===== src/rtl/tbus_store_responder_pkg.sv =====
// Shared definitions for the tbus store responder: op encodings, FSM state enum.
package tbus_store_responder_pkg;

  localparam int TBUS_OPTYPE_W = 2;
  localparam logic [TBUS_OPTYPE_W-1:0] TBUS_READ  = 2'd0;
  localparam logic [TBUS_OPTYPE_W-1:0] TBUS_WRITE = 2'd1;

  typedef enum logic [2:0] {
    S_IDLE    = 3'd0,
    S_RD_REQ  = 3'd1,
    S_RD_WAIT = 3'd2,
    S_WR_REQ  = 3'd3,
    S_DONE    = 3'd4
  } tbus_resp_state_e;

endpackage


===== src/rtl/tbus_store_responder_if.sv =====
// tbus request port plus backing-memory handshake; slave = responder, master = requester/memory.
interface tbus_store_responder_if #(
  parameter int MEM_AW = 32
);
  import tbus_store_responder_pkg::*;

  logic                     tbus_index_valid;
  logic                     tbus_index_ready;
  logic [63:0]              tbus_index;
  logic [63:0]              tbus_write_data;
  logic [63:0]              tbus_write_mask;
  logic [TBUS_OPTYPE_W-1:0] tbus_operation_type;
  logic [63:0]              tbus_read_data;
  logic                     tbus_operation_done;

  logic                     mem_req_valid;
  logic                     mem_req_ready;
  logic                     mem_we;
  logic [MEM_AW-1:0]        mem_addr;
  logic [63:0]              mem_wdata;
  logic                     mem_resp_valid;
  logic [63:0]              mem_resp_data;

  modport slave (
    input  tbus_index_valid, tbus_index, tbus_write_data, tbus_write_mask, tbus_operation_type,
    output tbus_index_ready, tbus_read_data, tbus_operation_done,
    output mem_req_valid, mem_we, mem_addr, mem_wdata,
    input  mem_req_ready, mem_resp_valid, mem_resp_data
  );

  modport master (
    output tbus_index_valid, tbus_index, tbus_write_data, tbus_write_mask, tbus_operation_type,
    input  tbus_index_ready, tbus_read_data, tbus_operation_done,
    input  mem_req_valid, mem_we, mem_addr, mem_wdata,
    output mem_req_ready, mem_resp_valid, mem_resp_data
  );

endinterface


===== src/rtl/tbus_store_responder_mask_merge.sv =====
// Bit-granular merge of old memory data with store data under a write mask.
module tbus_mask_merge (
  input  logic [63:0] old_data,
  input  logic [63:0] write_data,
  input  logic [63:0] write_mask,
  output logic [63:0] merged
);

  assign merged = (old_data & ~write_mask) | (write_data & write_mask);

endmodule


===== src/rtl/tbus_store_responder.sv =====
// tbus memory-side responder: one request at a time, reads and RMW masked writes.
// Optional: TBUS_RESP_FULLMASK_BYPASS_EN skips the read for all-ones-mask writes.
module tbus_store_responder
  import tbus_store_responder_pkg::*;
#(
  parameter int ADDR_LSB = 3,
  parameter int MEM_AW   = 32
) (
  input  logic                  clock,
  input  logic                  reset,
  tbus_store_responder_if.slave bus
);

  localparam logic [2:0] IDLE    = S_IDLE;
  localparam logic [2:0] RD_REQ  = S_RD_REQ;
  localparam logic [2:0] RD_WAIT = S_RD_WAIT;
  localparam logic [2:0] WR_REQ  = S_WR_REQ;
  localparam logic [2:0] DONE    = S_DONE;

  logic [2:0]               state_q;
  logic [63:0]              idx_q, data_q, mask_q;
  logic [TBUS_OPTYPE_W-1:0] op_q;
  // Holds the read response for reads, the word to store for writes.
  logic [63:0]              buf_q;
  logic [63:0]              merged;
  logic                     full_mask_bypass;

  tbus_mask_merge u_merge (
    .old_data   (bus.mem_resp_data),
    .write_data (data_q),
    .write_mask (mask_q),
    .merged     (merged)
  );

`ifdef TBUS_RESP_FULLMASK_BYPASS_EN
  assign full_mask_bypass = (bus.tbus_write_mask == '1);
`else
  assign full_mask_bypass = 1'b0;
`endif

  always_ff @(posedge clock) begin
    if (reset) begin
      state_q <= IDLE;
      idx_q   <= '0;
      data_q  <= '0;
      mask_q  <= '0;
      op_q    <= '0;
      buf_q   <= '0;
    end else begin
      case (state_q)
        IDLE: if (bus.tbus_index_valid) begin
          idx_q  <= bus.tbus_index;
          data_q <= bus.tbus_write_data;
          mask_q <= bus.tbus_write_mask;
          op_q   <= bus.tbus_operation_type;
          case (bus.tbus_operation_type)
            TBUS_READ:  state_q <= RD_REQ;
            TBUS_WRITE: begin
              if (full_mask_bypass) begin
                buf_q   <= bus.tbus_write_data;
                state_q <= WR_REQ;
              end else begin
                state_q <= RD_REQ;
              end
            end
            default: begin
              buf_q   <= '0;
              state_q <= DONE;
            end
          endcase
        end
        RD_REQ: if (bus.mem_req_ready) state_q <= RD_WAIT;
        RD_WAIT: if (bus.mem_resp_valid) begin
          if (op_q == TBUS_WRITE) begin
            buf_q   <= merged;
            state_q <= WR_REQ;
          end else begin
            buf_q   <= bus.mem_resp_data;
            state_q <= DONE;
          end
        end
        WR_REQ: if (bus.mem_req_ready) state_q <= DONE;
        DONE:    state_q <= IDLE;
        default: state_q <= IDLE;
      endcase
    end
  end

  assign bus.tbus_index_ready    = (state_q == IDLE);
  assign bus.tbus_operation_done = (state_q == DONE);
  assign bus.tbus_read_data      = (state_q == DONE && op_q == TBUS_READ) ? buf_q : '0;
  assign bus.mem_req_valid       = (state_q == RD_REQ) || (state_q == WR_REQ);
  assign bus.mem_we              = (state_q == WR_REQ);
  assign bus.mem_addr            = idx_q[ADDR_LSB +: MEM_AW];
  assign bus.mem_wdata           = buf_q;

endmodule


===== src/flat_wrapper.sv =====
// flat-port wrapper written by rule: the top's interface ports become plain ports
module tbus_store_responder_flat import tbus_store_responder_pkg::*;
#(
  parameter int ADDR_LSB = 3,
  parameter int MEM_AW   = 32
)
  (clock, reset, bus_tbus_index_valid, bus_tbus_index, bus_tbus_write_data, bus_tbus_write_mask, bus_tbus_operation_type, bus_tbus_index_ready, bus_tbus_read_data, bus_tbus_operation_done, bus_mem_req_valid, bus_mem_we, bus_mem_addr, bus_mem_wdata, bus_mem_req_ready, bus_mem_resp_valid, bus_mem_resp_data);
  tbus_store_responder_if #(.MEM_AW(MEM_AW)) bus_i ();
  input  logic clock;
  input  logic reset;
  input wire logic [$bits(bus_i.tbus_index_valid)-1:0] bus_tbus_index_valid;
  input wire logic [$bits(bus_i.tbus_index)-1:0] bus_tbus_index;
  input wire logic [$bits(bus_i.tbus_write_data)-1:0] bus_tbus_write_data;
  input wire logic [$bits(bus_i.tbus_write_mask)-1:0] bus_tbus_write_mask;
  input wire logic [$bits(bus_i.tbus_operation_type)-1:0] bus_tbus_operation_type;
  output wire logic [$bits(bus_i.tbus_index_ready)-1:0] bus_tbus_index_ready;
  output wire logic [$bits(bus_i.tbus_read_data)-1:0] bus_tbus_read_data;
  output wire logic [$bits(bus_i.tbus_operation_done)-1:0] bus_tbus_operation_done;
  output wire logic [$bits(bus_i.mem_req_valid)-1:0] bus_mem_req_valid;
  output wire logic [$bits(bus_i.mem_we)-1:0] bus_mem_we;
  output wire logic [$bits(bus_i.mem_addr)-1:0] bus_mem_addr;
  output wire logic [$bits(bus_i.mem_wdata)-1:0] bus_mem_wdata;
  input wire logic [$bits(bus_i.mem_req_ready)-1:0] bus_mem_req_ready;
  input wire logic [$bits(bus_i.mem_resp_valid)-1:0] bus_mem_resp_valid;
  input wire logic [$bits(bus_i.mem_resp_data)-1:0] bus_mem_resp_data;
  assign bus_i.tbus_index_valid = bus_tbus_index_valid;
  assign bus_i.tbus_index = bus_tbus_index;
  assign bus_i.tbus_write_data = bus_tbus_write_data;
  assign bus_i.tbus_write_mask = bus_tbus_write_mask;
  assign bus_i.tbus_operation_type = bus_tbus_operation_type;
  assign bus_tbus_index_ready = bus_i.tbus_index_ready;
  assign bus_tbus_read_data = bus_i.tbus_read_data;
  assign bus_tbus_operation_done = bus_i.tbus_operation_done;
  assign bus_mem_req_valid = bus_i.mem_req_valid;
  assign bus_mem_we = bus_i.mem_we;
  assign bus_mem_addr = bus_i.mem_addr;
  assign bus_mem_wdata = bus_i.mem_wdata;
  assign bus_i.mem_req_ready = bus_mem_req_ready;
  assign bus_i.mem_resp_valid = bus_mem_resp_valid;
  assign bus_i.mem_resp_data = bus_mem_resp_data;
  tbus_store_responder #(.ADDR_LSB(ADDR_LSB), .MEM_AW(MEM_AW)) u_core (.clock(clock), .reset(reset), .bus(bus_i));
endmodule

===== config.mk =====
export PLATFORM = sky130hd
export DESIGN_NAME = tbus_store_responder_flat
export DESIGN_NICKNAME = d
export VERILOG_FILES = /design/src/rtl/tbus_store_responder_pkg.sv /design/src/rtl/tbus_store_responder_if.sv /design/src/rtl/tbus_store_responder_mask_merge.sv /design/src/rtl/tbus_store_responder.sv /design/src/flat_wrapper.sv
export SDC_FILE = /design/constraint.sdc
export NUM_CORES = 1
export LEC_CHECK = 0
export CAP_MARGIN = 30
export CORE_AREA = 2 2 188 190
export DETAILED_ROUTE_END_ITERATION = 7
export DIE_AREA = 0 0 190 192
export PLACE_DENSITY = 0.65
export SLEW_MARGIN = 20
export SYNTH_ARGS = -nofsm -noshare
export SYNTH_HDL_FRONTEND = slang
export SYNTH_HIERARCHICAL = 1
export SYNTH_SLANG_ARGS = --single-unit

===== constraint.sdc =====
create_clock -name clock -period 2.05 [get_ports clock]
set_clock_uncertainty 0.05 [all_clocks]
set_input_delay 0.205 -clock clock [delete_from_list [all_inputs] [get_ports clock]]
set_output_delay 0.205 -clock clock [all_outputs]
set_load 0.02 [all_outputs]

==> flow_summary.ini, run 1 <==
[cells_and_area]
drive_gt1_share_pct = 14.8
fillers = 3329
fin_area_mm2 = 0.0156
area_growth_pct = 52.6
nets = 1779

[routing]
vias = 9276
dr.pass1.iters = 5
drt-total-wl_mm = 32.9
drt_iter0_drc = 394
vias_per_cell = 4.65
drc_errors = 0
wire_per_inst_um = 16.5
ant_nets = 0

[grt]
grt_pass1_wl_mm = 49.8
grt_use_total_pct = 17.1
grt_max_degree = 130
grt_pass1_vias = 9072
antenna_found_initial = 2
grt_overflow = 0

[synthesis]
synthDominantCellAreaShare_pct = 44.7
async_flop_share_pct = 0
synth-seq-cells = 229
yosysTopAreaCell = dfxtp_1
synth.most_common_cell = nand2_1
synth_nets = 1424
synthDistinctLibCells = 29
synth_area_mm2 = 0.0103
ys_top_cells_by_count = 326 x nand2_1, 229 x dfxtp_1, 166 x a21oi_1, 66 x and2_1, 66 x nand3b_1
postSynthAreaPerCell_um2 = 8.83
synth_area_leaders = dfxtp_1 45%, nand2_1 12%, mux2_4 9.4%
netlist_instances = 1161
synth-main-ff-cell = dfxtp_1
yosysWarnings = 6
seq_area_frac_synth_pct = 44.7
synth-edff-count = 0

[setup_path]
crit_fanout = 14
arrival_ns = 1.96
crit_path_end_kind = output port
criticalPathCategory = flip-flop to output port
cp.required_ns = 1.79
critPathLaunchType = flip-flop

[status]
status = complete, but fails checks
violations = setup timing

[sta]
finalSetupViolations = 64
max_freq_ghz = 0.452
max_slew_margin_pct = 58.3
tightest_slew_ns = 0.626
min_period_over_period_pct = 108
fin_ws_ns = -0.164
rsz0062_at_grt = true
slew_viol_final = 0
period_needed_ns = 2.21
fin_setup_tns_ns = -7.69
hold_viol = 0

[clocking]
cts_sinks = 229
path_clk_slew_ns = 0.05
cts_tree = yes
cts_max_path_buffers = 3
clk_latency_ns = 0.53
root_buffer = clkbuf_16
cts_buffers = 27
htreeDepth = 1

[power_and_ir_drop]
p_sw_mw = 2.85
peakVddDrop_v = 0.000520
p_per_area_mw_per_mm2 = 739
power_frac_seq_pct = 41.8
p_int_mw = 8.70
swShare_pct = 24.7
clockPowerShare_pct = 42.2
p_leak_nw = 5.93
power_mw = 11.6
comb_power_share_pct = 16.0

[floorplan]
core_mm2 = 0.0343
die_h_um = 192
ios = 427
initial_utilization_pct = 29.9
row_count = 68
die_area_mm2 = 0.0365
fp.dieW_um = 190

[worst_hold_path]
min_path_type = input pin to flip-flop

[flow_run]
cap_violations = 0

[placed_design]
dp_hpwl_mm = 22.1
port_buffers = 394
place_congestion = 0.803
dpl_cell_area_mm2 = 0.0146
[power by group through the flow]
| stage | sequential, mW | clock, mW | combinational [mW] |
|---|---|---|---|
| 4_1_cts | 4.83 | 5.05 | 1.88 |
| 5_1_grt | 4.86 | 5.23 | 2.02 |
| 3_3_place_gp | 4.91 | 0 | 1.82 |
| 2_1_floorplan | 4.96 | 0 | 0.962 |
| 3_5_place_dp | 4.93 | 0 | 1.84 |
| 6_report | 4.83 | 4.87 | 1.85 |
[sequential cells by signal, summed over array words and instances (netlist names)]
name / count
u_core/mask_q: 64
u_core/bus.mem_wdata: 64
u_core/state_q: 3
u_core/op_q: 2
u_core/data_q: 64
u_core/idx_q: 32
[cells by family after synthesis]
group | after synthesis | synth area share [%]
compound gates | 234 | 13.1
mux | 128 | 15.6
buf+inv | 97 | 4.72
flops | 229 | 44.7
xor+xnor | 1 | 0.0855
simple gates | 472 | 21.7
[layout make-up]
| cell class | instances | area (µm²) | share of cell area [%] |
|---|---|---|---|
| repair buffers | 422 | 4310 | 27.5 |
| flip-flops and latches | 229 | 4590 | 29.3 |
| clock buffers | 40 | 785 | 5.02 |
| inverters | 1 | 3.75 | 0.0240 |
| diodes | 2 | 5.00 | 0.0320 |
| multi-input cells | 835 | 5260 | 33.6 |
| well taps | 455 | 569 | 3.64 |
| clock inverters | 9 | 124 | 0.792 |
[timing repair]
item | 4_1_cts | 5_1_grt
hold buffers | 1 | 0
setup buffers | 4 | 0
endpoints found under the hold margin | 18 | 0
setup endpoints to repair | 68 | 64
resized for setup | 360 | 11
pin swaps | 1 | 5
cloned | 2 | 1
[path summary, 6_finish.rpt]
| check | start | end | slack (ns) | cells after the start |
|---|---|---|---|---|
| min | bus_tbus_write_data[1] | u_core/data_q[1] | 0.17 | 3 |
| max reg2reg | u_core/state_q[1] | u_core/bus.mem_wdata[32] | 0.26 | 5 |
| min reg2reg | u_core/idx_q[31] | u_core/idx_q[31] | 0.40 | 2 |
| max | u_core/state_q[0] | bus_tbus_read_data[45] | -0.16 | 6 |
[per-layer routing]
metal	track usage (%)	share of wire (%)
met1	20.5	41
met2	29.8	49
met3	3.62	6.1
met4	6.56	3.5
met5	0	0
[placed cells by master, fill, tap and decap left out, types with 2 or more instances in the layout]
cell type,synthesis,routed
nor2b_1,2,2
diode_2,0,2
clkinv_2,0,5
clkbuf_16,0,28
dfxtp_1,229,228
a21oi_1,166,166
bufinv_16,0,3
dlygate4sd2_1,0,4
clkbuf_1,50,7
nand3b_1,66,66
nor2_1,3,3
nand2b_1,2,2
buf_12,0,14
buf_6,7,30
nand2_1,326,325
clkbuf_8,0,6
and2_4,0,24
and2_1,66,42
mux2i_1,64,64
nor3_1,3,3
mux2_4,64,64
clkdlybuf4s50_1,0,325
buf_4,4,43
buf_2,24,3
o31ai_1,64,64
[metrics by stage]
step,setup WS (ns),hold WS [ns],cells,util [%]
floorplan,0.150,0.291,1161,-
global placement,0.0159,0.392,1935,42.7
detailed placement,-0.0409,0.396,1935,42.7
CTS,-0.204,0.138,1991,45.5
global route,-0.235,0.152,1993,45.6
finish,-0.164,0.168,1993,45.6
[worst max-delay path: stages, from the launching register on]
cell	delay, ns
dfxtp_2	0.32
nor3b_2	0.22
nor3b_4	0.24
buf_6	0.19
buf_16	0.17
and2_1	0.16
buf_6	0.12
Power figures use the tool's default switching activity.
==> inputs of run 2 (changes only) <==
GPL_TIMING_DRIVEN = 0   (was default)
clock period = 2.25 ns   (was 2.05 ns; I/O delays follow)
==> run 2 against run 1 <==
  * The run still ends with setup timing left
  * Combinational power down 3%
  * Via count up 4.9%
  * Flip-flop and latch count unchanged
  * Largest power group is now sequential cells
==> flow_summary.ini, run 2 (synthesis gave the netlist of run 1 again) <==
[status]
status = complete, but fails checks
violations = setup timing

[floorplan]
core_mm2 = 0.0343
ios = 427
fp.dieW_um = 190
die_h_um = 192
row_count = 68
die_area_mm2 = 0.0365
initial_utilization_pct = 29.9

[setup_path]
crit_chain = buf_6 > nor3b_4 > nor3b_4 > buf_6 > buf_12 > clkbuf_16 > and2_4 > buf_6
cp.required_ns = 1.98
critPathSlowestCell = dfxtp_2
criticalPathCategory = flip-flop to output port
critPathMostFrequentCell = buf_6
critPathLaunchType = flip-flop
arrival_ns = 2.13
worstRegToRegCells = 8
r2r-start = u_core/state_q[1]
cpPeakStageDelay_ns = 0.32
crit_path_end_kind = output port
crit_fanout = 8
r2r-end = u_core/data_q[59]
r2r_slack_ns = 0.17

[sta]
max_freq_ghz = 0.415
hold_viol = 0
period_needed_ns = 2.41
slew_viol_final = 0
fin_ws_ns = -0.157
rsz0062_at_grt = true
min_period_over_period_pct = 107
finalSetupViolations = 60
max_slew_margin_pct = 35.2
tightest_slew_ns = 0.972
hold-worst-slack_ns = 0.186

[clocking]
cts_tree = yes
cts_buffers = 26
cts_max_path_buffers = 3
cts_sinks = 229
postCtsHoldBufs = 0
path_clk_slew_ns = 0.06
clk_latency_ns = 0.53
root_buffer = clkbuf_16
htreeDepth = 1

[placed_design]
place_congestion = 0.844
dp.cells = 2011
port_buffers = 394
dp_hpwl_mm = 27.4

[routing]
drt_iter0_drc = 396
dr.pass1.iters = 5
wire_per_inst_um = 17.8
drt-total-wl_mm = 37.0
ant_nets = 0
drc_errors = 0
vias = 9734
vias_per_cell = 4.69

[grt]
grt_pass1_wl_mm = 55.0
antenna_found_initial = 2
grt_max_degree = 14
grt_pass1_vias = 9774
grt_use_total_pct = 19.4
grt_overflow = 0

[power_and_ir_drop]
peakVddDrop_v = 0.000523
p_leak_nw = 6.16
power_mw = 10.4
p_per_area_mw_per_mm2 = 645

[cells_and_area]
instances_no_fill = 2074
final_common_cell = clkdlybuf4s50_1
fillers = 3250
area_growth_pct = 57.1
nets = 1862
drive_gt1_share_pct = 17.9
layout_common_cells = 326 x clkdlybuf4s50_1, 325 x nand2_1, 226 x dfxtp_1

[worst_hold_path]
hold_path_end = u_core/mask_q[43]
min_path_cells = 3
min_path_type = input pin to flip-flop
min_from = bus_tbus_write_mask[43]

[flow_run]
cap_violations = 0
-- run 2: cell type report --
| cell class | count | area [µm²] | area share [%] |
|---|---|---|---|
| inverters | 1 | 3.75 | 0.0233 |
| flip-flops and latches | 229 | 4590 | 28.5 |
| clock inverters | 8 | 71.3 | 0.443 |
| plain buffers | 95 | 559 | 3.47 |
| diodes | 1 | 2.50 | 0.0155 |
| multi-input cells | 835 | 5320 | 33.1 |
| clock buffers | 39 | 771 | 4.79 |
| well taps | 455 | 569 | 3.54 |
| repair buffers | 411 | 4210 | 26.2 |
-- run 2: metal layers --
metal	part of all wire [%]	GRT usage (%)	vias to the layer above
met5	0	0	-
met4	2.9	6.56	0
met3	5.4	3.40	59
met2	50	34.6	283
met1	42	23.4	4569
li1	-	-	4823
-- run 2: critical path: cells and delay by family (launching register included) --
family | cells | cell delay (ns)
flip-flops | 1 | 0.32
AND/OR/NAND/NOR | 3 | 0.58
buffers and inverters | 5 | 0.69
-- run 2: how the worst max path moves through the flow --
stage | slack [ns] | endpoint | cells after the start | start
3_5_place_dp | -0.93 | bus_tbus_read_data[12] | 5 | u_core/state_q[2]
3_3_place_gp | -0.92 | bus_tbus_read_data[12] | 6 | u_core/state_q[0]
5_1_grt | -0.27 | bus_tbus_read_data[27] | 8 | u_core/state_q[1]
6_report | -0.16 | bus_tbus_read_data[17] | 8 | u_core/state_q[1]
4_1_cts | -0.20 | bus_tbus_read_data[37] | 8 | u_core/state_q[1]
2_1_floorplan | 0.33 | bus_tbus_read_data[10] | 5 | u_core/state_q[0]
-- run 2: timing repair --
item	in CTS	in global routing
endpoints found under the hold margin	0	0
gates cloned	5	0
endpoints found under the setup margin	66	121
resized for setup	440	26
pin swaps	7	0
buffers inserted	8	3
-- run 2: through the flow --
stage	area [µm²]	utilization [%]	setup WS, ns	setup TNS, ns
3_5_place_dp	14800	43.1	-0.933	-69.51
4_1_cts	16000	46.8	-0.200	-9.46
6_report	16100	47.0	-0.157	-7.38
3_3_place_gp	14800	43.1	-0.915	-66.37
2_1_floorplan	10300	-	0.330	0
5_1_grt	16100	47.0	-0.271	-14.85
-- run 2: power by group --
part           internal, mW  switching, mW
Sequential             4.27          0.139
Clock                  2.47           1.70
Combinational         0.944          0.854
Total                  7.69           2.69
==> inputs of run 3 (changes only) <==
--- a/config.mk
+++ b/config.mk
@@ -12,2 +12,3 @@
 export GPL_TIMING_DRIVEN = 0
+export MAX_ROUTING_LAYER = met4
 export PLACE_DENSITY = 0.65
--- a/constraint.sdc
+++ b/constraint.sdc
@@ -4,2 +4,2 @@
 set_output_delay 0.225 -clock clock [all_outputs]
-set_load 0.02 [all_outputs]
+set_load 0.1 [all_outputs]
==> run 3 against run 2 <==
  * The flow still finishes with violations (setup timing)
  * Register-to-register slack lost 0.07 ns
  * Count of clock-buffer cells in the layout is 2 higher
  * Fmax down 1.1%
  * Utilization rose by 1.1 points
  * Design area increased by 2.4%
==> flow_summary.ini, run 3 (synthesis gave the netlist of run 1 again) <==
[sta]
fin_setup_tns_ns = -8.03
min_period_over_period_pct = 108
fin_ws_ns = -0.185
tightest_slew_ns = 1.02
hold_viol = 0
max_freq_ghz = 0.411
period_needed_ns = 2.44
finalSetupViolations = 61
slew_viol_final = 0
max_slew_margin_pct = 32.3
rsz0062_at_grt = true

[setup_path]
critPathLaunchType = flip-flop
worstRegToRegCells = 6
cp.required_ns = 1.98
r2r-start = u_core/state_q[2]
critical_path.startpoint = u_core/state_q[2]
crit_path_end_kind = output port
arrival_ns = 2.16
crit_fanout = 7
criticalPathCategory = flip-flop to output port

[routing]
vias = 9834
vias_per_cell = 4.75
drc_errors = 0
dr.pass1.iters = 5
drt_iter0_drc = 390
wire_per_inst_um = 17.8
ant_nets = 0
drt-total-wl_mm = 36.9

[status]
violations = setup timing
status = complete, but fails checks

[worst_hold_path]
min_path_cells = 3
min_from = bus_tbus_write_mask[60]
min_path_type = input pin to flip-flop

[floorplan]
initial_utilization_pct = 29.9
ios = 427
fp.dieW_um = 190
die_area_mm2 = 0.0365
core_mm2 = 0.0343
die_h_um = 192
row_count = 68

[cells_and_area]
drive_gt1_share_pct = 18.5
layout_common_cells = 325 x nand2_1, 231 x clkdlybuf4s50_1, 226 x dfxtp_1
fin_area_mm2 = 0.0165
final_common_cell = nand2_1
instances_no_fill = 2071
area_growth_pct = 60.9
nets = 1857

[placed_design]
dp_slack_ns = -1.27
dp.cells = 2013
place_congestion = 0.814
port_buffers = 394
dp_hpwl_mm = 27.5
dpl_cell_area_mm2 = 0.0150

[flow_run]
cap_violations = 0

[grt]
grt_overflow = 0
grt_pass1_vias = 9791
grt_max_degree = 13
antenna_found_initial = 4
grt_pass1_wl_mm = 55.2
grt_use_total_pct = 19.9

[clocking]
cts_buffers = 26
clk_latency_ns = 0.53
cts_max_path_buffers = 3
postCtsHoldBufs = 0
cts_tree = yes
root_buffer = clkbuf_16
path_clk_slew_ns = 0.06
htreeDepth = 1
cts_sinks = 229

[power_and_ir_drop]
p_per_area_mw_per_mm2 = 645
p_leak_nw = 6.65
peakVddDrop_v = 0.000468
## run 3: cell count changes in the layout (fill, tap and decap cells not counted), moves of 5 or more
cell	delta
and2_1	-12
and2_2	+36
and2_4	-24
buf_12	+61
buf_4	-5
buf_6	-59
clkdlybuf4s50_1	-95
dlygate4sd2_1	+94
## run 3: power breakdown
group          leakage, nW  switching [mW]  internal, mW
clock network        0.416            1.68          2.51
logic                 4.36            1.15         0.894
registers             1.87           0.140          4.27
total                 6.65            2.97          7.67
## run 3: routing by layer
layer	global-route usage [%]	share of wire, %
met1	23.6	41
met2	34.9	51
met3	2.50	4.8
met4	6.77	3.0
met5	-	0
## run 3: layout make-up
| type | count | area [µm²] |
|---|---|---|
| Buffer | 93 | 508 |
| Inverter | 1 | 3.75 |
| Sequential cell | 229 | 4590 |
| Antenna cell | 3 | 7.51 |
| Clock buffer | 41 | 788 |
| Fill cell | 3232 | 17800 |
| Timing Repair Buffer | 408 | 4640 |
| Multi-Input combinational cell | 835 | 5320 |
| Tap cell | 455 | 569 |
| Clock inverter | 6 | 65.1 |
## run 3: path summary, 6_finish.rpt
| path | to | slack (ns) |
|---|---|---|
| max | bus_tbus_read_data[13] | -0.19 |
| min | u_core/mask_q[60] | 0.19 |
| max reg2reg | u_core/bus.mem_wdata[48] | 0.10 |
| min reg2reg | u_core/data_q[13] | 0.40 |
## run 3: critical path, stage by stage, from the launching register on
cell and delay [ns]:
dfxtp_4 0.38, nor3b_4 0.20, nor3b_4 0.27, buf_12 0.17, buf_8 0.13, clkbuf_16 0.14, and2_4 0.16, buf_12 0.17
## run 3: repair_timing
| item | CTS | global route |
|---|---|---|
| pin swaps | 1 | 1 |
| setup endpoints to repair | 163 | 66 |
| cloned | 2 | 0 |
| buffers inserted | 6 | 5 |
| gates resized for setup | 701 | 6 |
## run 3: per-stage QoR
step | hold WS, ns | utilization (%) | total power, mW
after detailed placement | 0.396 | 43.6 | 6.55
after floorplan | 0.311 | - | 5.70
after CTS | 0.167 | 48.0 | 10.8
final | 0.194 | 48.1 | 10.6
after global placement | 0.392 | 43.4 | 6.51
after global routing | 0.176 | 48.1 | 11.1
